**src/rtl/divmmc_pkg.sv**
```systemverilog
// rtl/divmmc_pkg.sv - DivMMC port constants and bus front-end state encoding
package divmmc_pkg;

  localparam logic [7:0] DIVMMC_PORT_CTRL = 8'hE3;
  localparam logic [7:0] DIVMMC_PORT_CS   = 8'hE7;
  localparam logic [7:0] DIVMMC_PORT_SPI  = 8'hEB;

  typedef enum logic [2:0] {
    IDLE,
    QUAL,
    STALL,
    FIRE,
    HOLD
  } divmmc_state_e;

endpackage

```
**src/rtl/divmmc_sync_ff.sv**
```systemverilog
// rtl/divmmc_sync_ff.sv - N-stage synchroniser for an async active-low strobe, resets to idle (1)
module divmmc_sync_ff #(
  parameter int STAGES = 2
) (
  input  logic clk,
  input  logic rst,
  input  logic d_i,
  output logic q_o
);

  logic [STAGES-1:0] sync_q;

  always_ff @(posedge clk) begin
    if (rst) begin
      sync_q <= '1;
    end else begin
      sync_q <= {sync_q[STAGES-2:0], d_i};
    end
  end

  assign q_o = sync_q[STAGES-1];

endmodule

```
**src/rtl/divmmc_bus_sync.sv**
```systemverilog
// rtl/divmmc_bus_sync.sv - Z80 I/O bus front end: strobe sync, DivMMC port qualification, WAIT stretch
module divmmc_bus_sync
  import divmmc_pkg::*;
#(
  parameter int         SYNC_STAGES = 2,
  parameter logic [7:0] PORT_CTRL   = DIVMMC_PORT_CTRL,
  parameter logic [7:0] PORT_CS     = DIVMMC_PORT_CS,
  parameter logic [7:0] PORT_SPI    = DIVMMC_PORT_SPI,
  parameter int         WAIT_MAX    = 32
) (
  input  logic       clk,
  input  logic       rst,
  input  logic       iorq_n,
  input  logic       rd_n,
  input  logic       wr_n,
  input  logic [7:0] a,
  input  logic [7:0] din,
  input  logic       spi_busy,
  output logic       cpu_wait_n,
  output logic       ctrl_we,
  output logic       cs_we,
  output logic       spi_tx_go,
  output logic       spi_rx_go,
  output logic [7:0] wdata,
  output logic       wait_tmo
);

  localparam int CNT_W = $clog2(WAIT_MAX);
  localparam logic [CNT_W-1:0] CNT_LAST = CNT_W'(WAIT_MAX - 1);

  logic iorq_s, rd_s, wr_s;

  divmmc_sync_ff #(.STAGES(SYNC_STAGES)) u_sync_iorq (
    .clk(clk), .rst(rst), .d_i(iorq_n), .q_o(iorq_s)
  );
  divmmc_sync_ff #(.STAGES(SYNC_STAGES)) u_sync_rd (
    .clk(clk), .rst(rst), .d_i(rd_n), .q_o(rd_s)
  );
  divmmc_sync_ff #(.STAGES(SYNC_STAGES)) u_sync_wr (
    .clk(clk), .rst(rst), .d_i(wr_n), .q_o(wr_s)
  );

  divmmc_state_e    state_q, state_d;
  logic [7:0]       addr_q, addr_d;
  logic [7:0]       wdata_q, wdata_d;
  logic             is_wr_q, is_wr_d;
  logic [CNT_W-1:0] cnt_q, cnt_d;
  logic             wait_n_q, wait_n_d;
  logic             ctrl_we_q, ctrl_we_d;
  logic             cs_we_q, cs_we_d;
  logic             tx_go_q, tx_go_d;
  logic             rx_go_q, rx_go_d;
  logic             tmo_q, tmo_d;
  logic             port_hit;

  assign port_hit = (a == PORT_CTRL) || (a == PORT_CS) || (a == PORT_SPI);

  always_comb begin
    state_d   = state_q;
    addr_d    = addr_q;
    wdata_d   = wdata_q;
    is_wr_d   = is_wr_q;
    cnt_d     = cnt_q;
    wait_n_d  = wait_n_q;
    ctrl_we_d = 1'b0;
    cs_we_d   = 1'b0;
    tx_go_d   = 1'b0;
    rx_go_d   = 1'b0;
    tmo_d     = tmo_q;

    case (state_q)
      IDLE: begin
        if (!iorq_s) begin
          if (!rd_s && !wr_s) begin
            state_d = HOLD;
          end else if (!rd_s || !wr_s) begin
            state_d = QUAL;
          end
        end
      end

      QUAL: begin
        if (iorq_s || (rd_s && wr_s)) begin
          state_d = IDLE;
        end else if (!rd_s && !wr_s) begin
          state_d = HOLD;
        end else begin
          addr_d  = a;
          wdata_d = din;
          is_wr_d = !wr_s;
          if (!port_hit) begin
            state_d = HOLD;
          end else if ((a == PORT_SPI) && spi_busy) begin
            state_d  = STALL;
            wait_n_d = 1'b0;
            cnt_d    = '0;
          end else begin
            state_d = FIRE;
          end
        end
      end

      // Abort beats busy release, which beats timeout.
      STALL: begin
        if (iorq_s) begin
          state_d  = IDLE;
          wait_n_d = 1'b1;
        end else if (!spi_busy) begin
          state_d  = FIRE;
          wait_n_d = 1'b1;
        end else if (cnt_q == CNT_LAST) begin
          state_d  = FIRE;
          wait_n_d = 1'b1;
          tmo_d    = 1'b1;
        end else begin
          cnt_d = cnt_q + CNT_W'(1);
        end
      end

      FIRE: begin
        if (addr_q == PORT_CTRL) begin
          ctrl_we_d = is_wr_q;
        end else if (addr_q == PORT_CS) begin
          cs_we_d = is_wr_q;
        end else if (addr_q == PORT_SPI) begin
          tx_go_d = is_wr_q;
          rx_go_d = !is_wr_q;
        end
        state_d = HOLD;
      end

      HOLD: begin
        if (iorq_s && rd_s && wr_s) begin
          state_d = IDLE;
        end
      end

      default: begin
        state_d = IDLE;
      end
    endcase
  end

  always_ff @(posedge clk) begin
    if (rst) begin
      state_q   <= IDLE;
      addr_q    <= 8'h00;
      wdata_q   <= 8'h00;
      is_wr_q   <= 1'b0;
      cnt_q     <= '0;
      wait_n_q  <= 1'b1;
      ctrl_we_q <= 1'b0;
      cs_we_q   <= 1'b0;
      tx_go_q   <= 1'b0;
      rx_go_q   <= 1'b0;
      tmo_q     <= 1'b0;
    end else begin
      state_q   <= state_d;
      addr_q    <= addr_d;
      wdata_q   <= wdata_d;
      is_wr_q   <= is_wr_d;
      cnt_q     <= cnt_d;
      wait_n_q  <= wait_n_d;
      ctrl_we_q <= ctrl_we_d;
      cs_we_q   <= cs_we_d;
      tx_go_q   <= tx_go_d;
      rx_go_q   <= rx_go_d;
      tmo_q     <= tmo_d;
    end
  end

  assign cpu_wait_n = wait_n_q;
  assign ctrl_we    = ctrl_we_q;
  assign cs_we      = cs_we_q;
  assign spi_tx_go  = tx_go_q;
  assign spi_rx_go  = rx_go_q;
  assign wdata      = wdata_q;
  assign wait_tmo   = tmo_q;

endmodule

```
**config.mk**
```make
export PLATFORM = sky130hd
export DESIGN_NAME = divmmc_bus_sync
export DESIGN_NICKNAME = d
export VERILOG_FILES = /design/src/rtl/divmmc_pkg.sv /design/src/rtl/divmmc_sync_ff.sv /design/src/rtl/divmmc_bus_sync.sv
export SDC_FILE = /design/constraint.sdc
export NUM_CORES = 1
export LEC_CHECK = 0
export ABC_AREA = 1
export CAP_MARGIN = 0
export CORE_MARGIN = 8
export CORE_UTILIZATION = 50
export DETAILED_ROUTE_END_ITERATION = 6
export GPL_TIMING_DRIVEN = 0
export PLACE_DENSITY = 0.9
export REMOVE_ABC_BUFFERS = 1
export SYNTH_ARGS = -nofsm -noshare
export SYNTH_HDL_FRONTEND = slang
export SYNTH_HIERARCHICAL = 1
export SYNTH_SLANG_ARGS = --single-unit
```
**constraint.sdc**
```tcl
create_clock -name clk -period 1.8 [get_ports clk]
set_input_delay 0.18 -clock clk [delete_from_list [all_inputs] [get_ports clk]]
set_output_delay 0.18 -clock clk [all_outputs]
set_load 0.005 [all_outputs]
```
==> PnR_summary.wiki, run 1 <==
{| class="wikitable"
! Metric !! Value
|-
| Root cell of the clock tree || sky130_fd_sc_hd__clkbuf_4
|-
| Via count normalized by instance count || 4.86
|-
| Number of enable flip-flop cells after synthesis || 0
|-
| Filler Cell Count || 280
|-
| Crit path max fanout || 7
|-
| Post-synthesis cell type with the largest combined area || sky130_fd_sc_hd__dfxtp_1
|-
| Area share of fa/ha/maj cells after synthesis || 1.51%
|-
| Diode insertion count for antenna repair || 0
|-
| Buffer levels on the longest clock path || 2
|-
| Vias in the first global route || 1,400
|-
| Final WS setup || 0.237 ns
|-
| Max rail drop VDD || 0.295 mV
|-
| Transition time at the pin with the least slew margin || about 0.5 ns
|-
| Sequential fraction of the synthesis area || between 40% and 50%
|-
| Power density of the placed cells || 651 mW/mm^2
|-
| Hold slack final || roughly 0.33 ns
|-
| Worst Hold Endpoint || u_sync_wr/sync_q[0]$_SDFF_PP1_
|-
| Initial drt markers || 177
|-
| Worst EP required || 2.10 ns
|-
| # Max-Cap Violations || 0
|-
| Placer congestion estimate || 0.813
|-
| Global-route congestion overflow total || 0
|-
| Parity-gate share of the synthesized area counting xor and xnor cells || 0.528%
|-
| Number of hold violations in the final report || 0
|-
| Clock network latency to the later pin of the worst-skew pair || 0.35 ns
|-
| Area of the mapped netlist || 0.00166 mm^2
|-
| Period minus WS final || around 1.6 ns
|-
| DIE WIDTH || 73.6 um
|-
| CP Data Arrival Time || 1.86 ns
|-
| Worst slew slack as a fraction of its limit || between 60% and 70%
|-
| Postcts setup bufs || 0
|-
| Startpoint type of the worst setup path || flop
|-
| Number of antenna-violating nets in the routed design || 0
|-
| Area Overhead vs Synth || 26.2%
|-
| Ratio of final minimum period to clock period || 86.8%
|-
| Instance count of the mapped netlist || 220
|-
| Compound-Gate Fraction of Synth Area || ~11%
|-
| GRT Resource Usage Total || about 15%
|-
| Worst flop-to-flop path endpoint || cnt_q[4]$_SDFFE_PP0P_
|-
| Most used flip-flop cell after synthesis || sky130_fd_sc_hd__dfxtp_1
|-
| Register-to-register setup slack || 0.24 ns
|-
| Unrepaired setup endpoints after global routing || no
|-
| Cells taking the most area after synthesis || sky130_fd_sc_hd__dfxtp_1 (45%), sky130_fd_sc_hd__nor2_1 (9.5%), sky130_fd_sc_hd__nand2_1 (8.1%), sky130_fd_sc_hd__inv_1 (5.7%), sky130_fd_sc_hd__o21ai_0 (5.4%)
|-
| Pre-antenna DRT Iters || 4
|-
| Area of the die || 0.00542 mm^2
|-
| Final cell utilization of the core || 64.3%
|-
| Min-Delay Path Class || in -> reg
|-
| Most common cell after layout, fill and taps aside || sky130_fd_sc_hd__nor2_1
|-
| Number of standard-cell rows in the floorplan || 21
|-
| Simple-gate share of the synthesized area || 33.3%
|-
| Core area || 0.00326 mm^2
|-
| Post-layout nets || 281
|-
| Initial antenna violation count || 0
|-
| Warnings from Yosys || 6
|-
| Effective utilization at floorplan || 50.9%
|-
| Setup TNS || 0 ns
|-
| Count of boundary I/O pins || 36
|-
| Largest net degree at the start of global routing || 22
|-
| CTS resizes || 0
|-
| Layout cells sized above 1 || between 10% and 20%
|-
| Sink Count || 37
|-
| Global-route wire length before repair || 6040 um
|-
| Vias after detailed routing || around 1.5k
|-
| Routed wire length || approximately 3500 um
|-
| Overall die height || 73.6 um
|-
| Worst reg-to-reg path cell count || 10
|-
| Count of different cell masters after synthesis || 31
|-
| Hold wc startpoint || wr_n
|-
| Clock tree from TritonCTS || built
|-
| Detailed placer's ending HPWL || 2680 um
|-
| Setup-violating endpoint count in the final report || 0
|-
| Drt drc || 0
|-
| Share of flip-flops with an asynchronous set or reset after synthesis || 0%
|-
| TritonCTS buffer count || 5
|-
| Mapped Avg Cell Area || 7.54 um^2
|-
| Hold Path Stages || 3
|-
| Critical path capture point type || flop
|-
| Fmax achieved || 640 MHz
|-
| Final Max Slew Viols || 0
|-
| Reg-to-Reg Start || cnt_q[0]$_SDFFE_PP0P_
|-
| Post-synthesis mux area share || 0%
|-
| WL per Instance || 11.5 um
|-
| Synthesis-stage register bit count || 37
|-
| Dominant combinational cell family by area after synthesis || simple AND/OR/NAND/NOR gates
|-
| Hold Buf Count CTS || 0
|-
| Static power due to leakage || 0.823 nW
|-
| DP Worst Slack || -0.0238 ns
|-
| Buffers added on ports || 35
|-
| Critical path type || reg -> reg
|-
| CTS H-Tree Depth || 2
|-
| Leading cell types in the layout, fill and taps excluded || sky130_fd_sc_hd__nor2_1 (42), sky130_fd_sc_hd__dfxtp_1 (37), sky130_fd_sc_hd__nand2_1 (36), sky130_fd_sc_hd__clkdlybuf4s50_1 (35), sky130_fd_sc_hd__inv_1 (25)
|-
| Share of Yosys cell area claimed by the top area cell type || between 40% and 50%
|-
| Final Skew || 0.0107 ns
|-
| Status || finished, final reports clean
|-
| Clock transition time at the flip-flop clock pins of the worst setup and hold paths || 0.11 ns
|}
-- kinds of logic after synthesis --
logic type,count (synthesis)
buffers and inverters,36
AND/OR/NAND/NOR,112
adder cells (fa/ha/maj),2
XOR/XNOR,1
flip-flops,37
AO/OA/AOI/OAI,32
-- synth_stat cells, drive strengths merged, types with 3 or more instances --
library cell / instances
dfxtp: 37
nand4: 4
a21oi: 9
nand3: 13
nor3: 4
nor2: 45
o21ai: 19
clkbuf: 3
nand2: 41
inv: 31
-- power breakdown --
group,internal (mW),switching [mW],leakage (nW)
Sequential,0.826,0.00376,0.299
Clock,0.147,0.283,0.0310
Combinational,0.0563,0.0483,0.493
-- layer usage --
metal / GRT usage [%] / routed length, um
met3: 4.50 / 165
met5: 0 / 0
met2: 24.9 / 1730
met4: 9.31 / 95
met1: 15.5 / 1510
-- how the worst max path moves through the flow --
stage | cells past startpoint | slack [ns] | start | end
floorplan | 10 | 0.42 | cnt_q[0]$_SDFFE_PP0P_ | cnt_q[0]$_SDFFE_PP0P_
global placement | 4 | 0.03 | rst | cs_we$_SDFF_PP0_
detailed placement | 4 | -0.02 | rst | cs_we$_SDFF_PP0_
CTS | 10 | 0.24 | cnt_q[0]$_SDFFE_PP0P_ | cnt_q[4]$_SDFFE_PP0P_
global route | 10 | 0.09 | cnt_q[0]$_SDFFE_PP0P_ | cnt_q[4]$_SDFFE_PP0P_
finish | 10 | 0.24 | cnt_q[0]$_SDFFE_PP0P_ | cnt_q[4]$_SDFFE_PP0P_
-- metrics by stage --
step / instance area [um^2] / power, mW / instances
2_1_floorplan: 1630 / 0.890 / 215
3_3_place_gp: 2040 / 0.950 / 296
3_5_place_dp: 2040 / 0.952 / 296
4_1_cts: 2090 / 1.38 / 304
5_1_grt: 2090 / 1.44 / 304
6_report: 2090 / 1.36 / 304
-- registers in the layout, summed over array words and instances, names as in the netlist, 2 cells and up --
| register | count |
|---|---|
| u_sync_rd/sync_q | 2 |
| state_q | 3 |
| wdata | 8 |
| u_sync_iorq/sync_q | 2 |
| addr_q | 8 |
| cnt_q | 5 |
| u_sync_wr/sync_q | 2 |
-- cell type report --
class | count | area [um^2] | area share, %
Tap cell | 46 | 57.6 | 2.75
Multi-Input combinational cell | 147 | 769 | 36.7
Inverter | 31 | 121 | 5.79
Clock inverter | 3 | 17.5 | 0.836
Sequential cell | 37 | 741 | 35.4
Timing Repair Buffer | 35 | 350 | 16.7
Clock buffer | 5 | 37.5 | 1.79
-- worst max-delay path: stages (launching register included) --
cell and delay (ns):
sky130_fd_sc_hd__dfxtp_1 0.40, sky130_fd_sc_hd__ha_1 0.19, sky130_fd_sc_hd__nand2_1 0.07, sky130_fd_sc_hd__nor2_1 0.10
sky130_fd_sc_hd__ha_1 0.18, sky130_fd_sc_hd__inv_1 0.05, sky130_fd_sc_hd__nand2_1 0.07, sky130_fd_sc_hd__nand2_2 0.13
sky130_fd_sc_hd__nand3_2 0.10, sky130_fd_sc_hd__nand2_1 0.09, sky130_fd_sc_hd__nor2_1 0.14
(Power assumes the default switching activity.)
==> run 2, diff against run 1 <==
--- a/config.mk
+++ b/config.mk
@@ -9,7 +9,9 @@
 export CAP_MARGIN = 0
 export CORE_MARGIN = 8
 export CORE_UTILIZATION = 50
+export CTS_CLUSTER_SIZE = 24
 export DETAILED_ROUTE_END_ITERATION = 6
+export GPL_ROUTABILITY_DRIVEN = 0
 export GPL_TIMING_DRIVEN = 0
 export PLACE_DENSITY = 0.9
 export REMOVE_ABC_BUFFERS = 1
==> results of run 2 <==
No change in the layout: final DEF, timing and power equal those of run 1.
==> run 3, diff against run 2 <==
--- a/config.mk
+++ b/config.mk
@@ -15,6 +15,7 @@
 export GPL_TIMING_DRIVEN = 0
 export PLACE_DENSITY = 0.9
 export REMOVE_ABC_BUFFERS = 1
+export SETUP_SLACK_MARGIN = 0.4
 export SYNTH_ARGS = -nofsm -noshare
 export SYNTH_HDL_FRONTEND = slang
 export SYNTH_HIERARCHICAL = 1
==> run 3 against run 2 <==
Effect of this change: non-clock buffer count increased by 3; worst setup slack improved by 0.14 ns; clock power increased by 0.9%; final cell count increased by 1.3%; flip-flop and latch count unchanged; global-route usage increased by 0.28 points; highest routed layer unchanged; clock skew increased by 0.0020 ns; sequential share of layout area decreased by 1.5 points; count of clock-buffer cells in the layout unchanged; utilization increased by 4.2 points.
==> PnR_summary.wiki, run 3 (synthesized netlist as in run 1, its figures left out) <==
{| class="wikitable"
! Metric !! Value
|-
| GRT Resource Usage Total || 15.0% (was 14.7%)
|-
| Most used routing layer in global routing || met2 (unchanged)
|-
| Most common cell after layout, fill and taps aside || sky130_fd_sc_hd__nor2_1 (unchanged)
|-
| Core area || 0.00326 mm^2 (unchanged)
|-
| Clock transition time at the flip-flop clock pins of the worst setup and hold paths || 0.12 ns (was 0.11 ns)
|-
| Largest net degree at the start of global routing || 22 (unchanged)
|-
| Buffer levels on the longest clock path || 2 (unchanged)
|-
| Overall die height || 73.6 um (unchanged)
|-
| Final WS setup || 0.379 ns (was 0.237 ns)
|-
| Sink Count || 37 (unchanged)
|-
| Ratio of final minimum period to clock period || 79.0% (was 86.8%)
|-
| Pre-antenna DRT Iters || 4 (unchanged)
|-
| Critical path capture point type || flop (unchanged)
|-
| Number of hold violations in the final report || 0 (unchanged)
|-
| Unrepaired setup endpoints after global routing || yes (was no)
|-
| Clock tree from TritonCTS || built (unchanged)
|-
| Area Overhead vs Synth || 34.5% (was 26.2%)
|-
| Routed wire length || 3820 um (was 3510 um)
|-
| Initial drt markers || 189 (was 177)
|-
| Post-layout nets || 285 (was 281)
|-
| Clock network latency to the later pin of the worst-skew pair || 0.36 ns (was 0.35 ns)
|-
| Global-route congestion overflow total || 0 (unchanged)
|-
| Static power due to leakage || 1.03 nW (was 0.823 nW)
|-
| CTS H-Tree Depth || 2 (unchanged)
|-
| Detailed placer's ending HPWL || 2680 um (unchanged)
|-
| Initial antenna violation count || 0 (unchanged)
|-
| Final Max Slew Viols || 0 (unchanged)
|-
| Transition time at the pin with the least slew margin || 0.609 ns (was 0.505 ns)
|-
| Drt drc || 0 (unchanged)
|-
| CP Data Arrival Time || 1.69 ns (was 1.86 ns)
|-
| Diode insertion count for antenna repair || 0 (unchanged)
|-
| Setup TNS || 0 ns (unchanged)
|-
| Root cell of the clock tree || sky130_fd_sc_hd__clkbuf_4 (unchanged)
|-
| Count of boundary I/O pins || 36 (unchanged)
|-
| Global-route wire length before repair || 6180 um (was 6040 um)
|-
| Number of standard-cell rows in the floorplan || 21 (unchanged)
|-
| Area of the die || 0.00542 mm^2 (unchanged)
|-
| DP Worst Slack || -0.0238 ns (unchanged)
|-
| Max rail drop VDD || 0.303 mV (was 0.295 mV)
|-
| Status || finished, final reports clean (unchanged)
|-
| Number of antenna-violating nets in the routed design || 0 (unchanged)
|-
| Final Skew || 0.0127 ns (was 0.0107 ns)
|-
| Global routing usage on met2 || 25.3% (was 24.9%)
|-
| Effective utilization at floorplan || 50.9% (unchanged)
|-
| Via count normalized by instance count || 4.91 (was 4.86)
|-
| Worst slew slack as a fraction of its limit || 59.3% (was 66.3%)
|-
| Final cell utilization of the core || 68.5% (was 64.3%)
|-
| Buffers added on ports || 35 (unchanged)
|-
| TritonCTS buffer count || 5 (unchanged)
|-
| Worst EP required || 2.06 ns (was 2.10 ns)
|-
| Startpoint type of the worst setup path || flop (unchanged)
|-
| Period minus WS final || 1.42 ns (was 1.56 ns)
|-
| Vias after detailed routing || 1,511 (was 1,476)
|-
| GRT met1 Usage || 16.0% (was 15.5%)
|-
| GR Util met3 || 4.50% (unchanged)
|-
| DIE WIDTH || 73.6 um (unchanged)
|-
| Fmax achieved || 704 MHz (was 640 MHz)
|-
| Setup-violating endpoint count in the final report || 0 (unchanged)
|-
| Vias in the first global route || 1,407 (was 1,400)
|-
| Crit path max fanout || 7 (unchanged)
|-
| Layout cells sized above 1 || 22.1% (was 10.5%)
|-
| Min-Delay Path Class || in -> reg (unchanged)
|-
| Worst reg-to-reg path cell count || 11 (was 10)
|-
| Power density of the placed cells || 615 mW/mm^2 (was 651 mW/mm^2)
|-
| Leading cell types in the layout, fill and taps excluded || sky130_fd_sc_hd__nor2_1 (39), sky130_fd_sc_hd__nand2_1 (30), sky130_fd_sc_hd__dfxtp_1 (25), sky130_fd_sc_hd__inv_1 (22), sky130_fd_sc_hd__clkdlybuf4s50_1 (20) (was sky130_fd_sc_hd__nor2_1 (42), sky130_fd_sc_hd__dfxtp_1 (37), sky130_fd_sc_hd__nand2_1 (36), sky130_fd_sc_hd__clkdlybuf4s50_1 (35), sky130_fd_sc_hd__inv_1 (25))
|-
| WL per Instance || 12.4 um (was 11.5 um)
|-
| Critical path type || reg -> reg (unchanged)
|-
| Hold Path Stages || 3 (unchanged)
|-
| # Max-Cap Violations || 0 (unchanged)
|}
==> run 3: layout make-up <==
cell class | instances | area, um^2
timing repair buffer | 38 | 395
tap | 46 | 57.6
fill | 264 | 1030
inverter | 31 | 135
timing repair inverter | 1 | 7.51
clock buffer | 5 | 37.5
sequential | 37 | 756
clock inverter | 3 | 17.5
multi-input combinational | 147 | 826
==> run 3: worst max-delay path, stage by stage (launching register included) <==
cell and delay (ns):
sky130_fd_sc_hd__dfxtp_2 0.37, sky130_fd_sc_hd__ha_4 0.14, sky130_fd_sc_hd__nand2_2 0.05, sky130_fd_sc_hd__nor2_1 0.11, sky130_fd_sc_hd__ha_2 0.20, sky130_fd_sc_hd__inv_2 0.05, sky130_fd_sc_hd__nand2_2 0.06, sky130_fd_sc_hd__nand2_4 0.08
sky130_fd_sc_hd__nand2_4 0.11, sky130_fd_sc_hd__nand2_1 0.06, sky130_fd_sc_hd__nand2_1 0.07, sky130_fd_sc_hd__nor2_2 0.04
==> run 3: stage by stage <==
step           power [mW]  hold slack (ns)  instances  instance area (um^2)
2_1_floorplan       0.890            0.249        215                  1630
3_3_place_gp        0.950            0.393        296                  2040
3_5_place_dp        0.952            0.398        296                  2040
4_1_cts              1.38            0.319        307                  2140
5_1_grt              1.45            0.327        308                  2230
6_report             1.37            0.330        308                  2230
==> run 3: worst paths after layout <==
| path | from | endpoint | slack (ns) |
|---|---|---|---|
| hold reg to reg | u_sync_rd/sync_q[0]$_SDFF_PP1_ | u_sync_rd/sync_q[1]$_SDFF_PP1_ | 0.41 |
| setup / recovery | cnt_q[1]$_SDFFE_PP0P_ | cnt_q[4]$_SDFFE_PP0P_ | 0.38 |
| hold / removal | wr_n | u_sync_wr/sync_q[0]$_SDFF_PP1_ | 0.33 |
| setup reg to reg | cnt_q[1]$_SDFFE_PP0P_ | cnt_q[4]$_SDFFE_PP0P_ | 0.38 |
==> run 3: per-layer routing <==
metal,part of all wire (%),up-vias
li1,-,780
met1,43,693
met2,51,31
met3,4.4,7
met4,2.4,0
met5,0,-
==> run 3: repair_timing <==
item | CTS | global route
hold buffers | 0 | 0
gates resized for setup | 19 | 30
setup endpoints to repair | 17 | 38
pin swaps | 3 | 9
buffers inserted | 3 | 0
cloned | 0 | 1
==> run 3: report_power, final <==
group / internal [mW] / total [mW] / switching, mW
clock network: 0.147 / 0.434 / 0.287
logic: 0.0573 / 0.109 / 0.0517
registers: 0.826 / 0.830 / 0.00414
total: 1.03 / 1.37 / 0.343
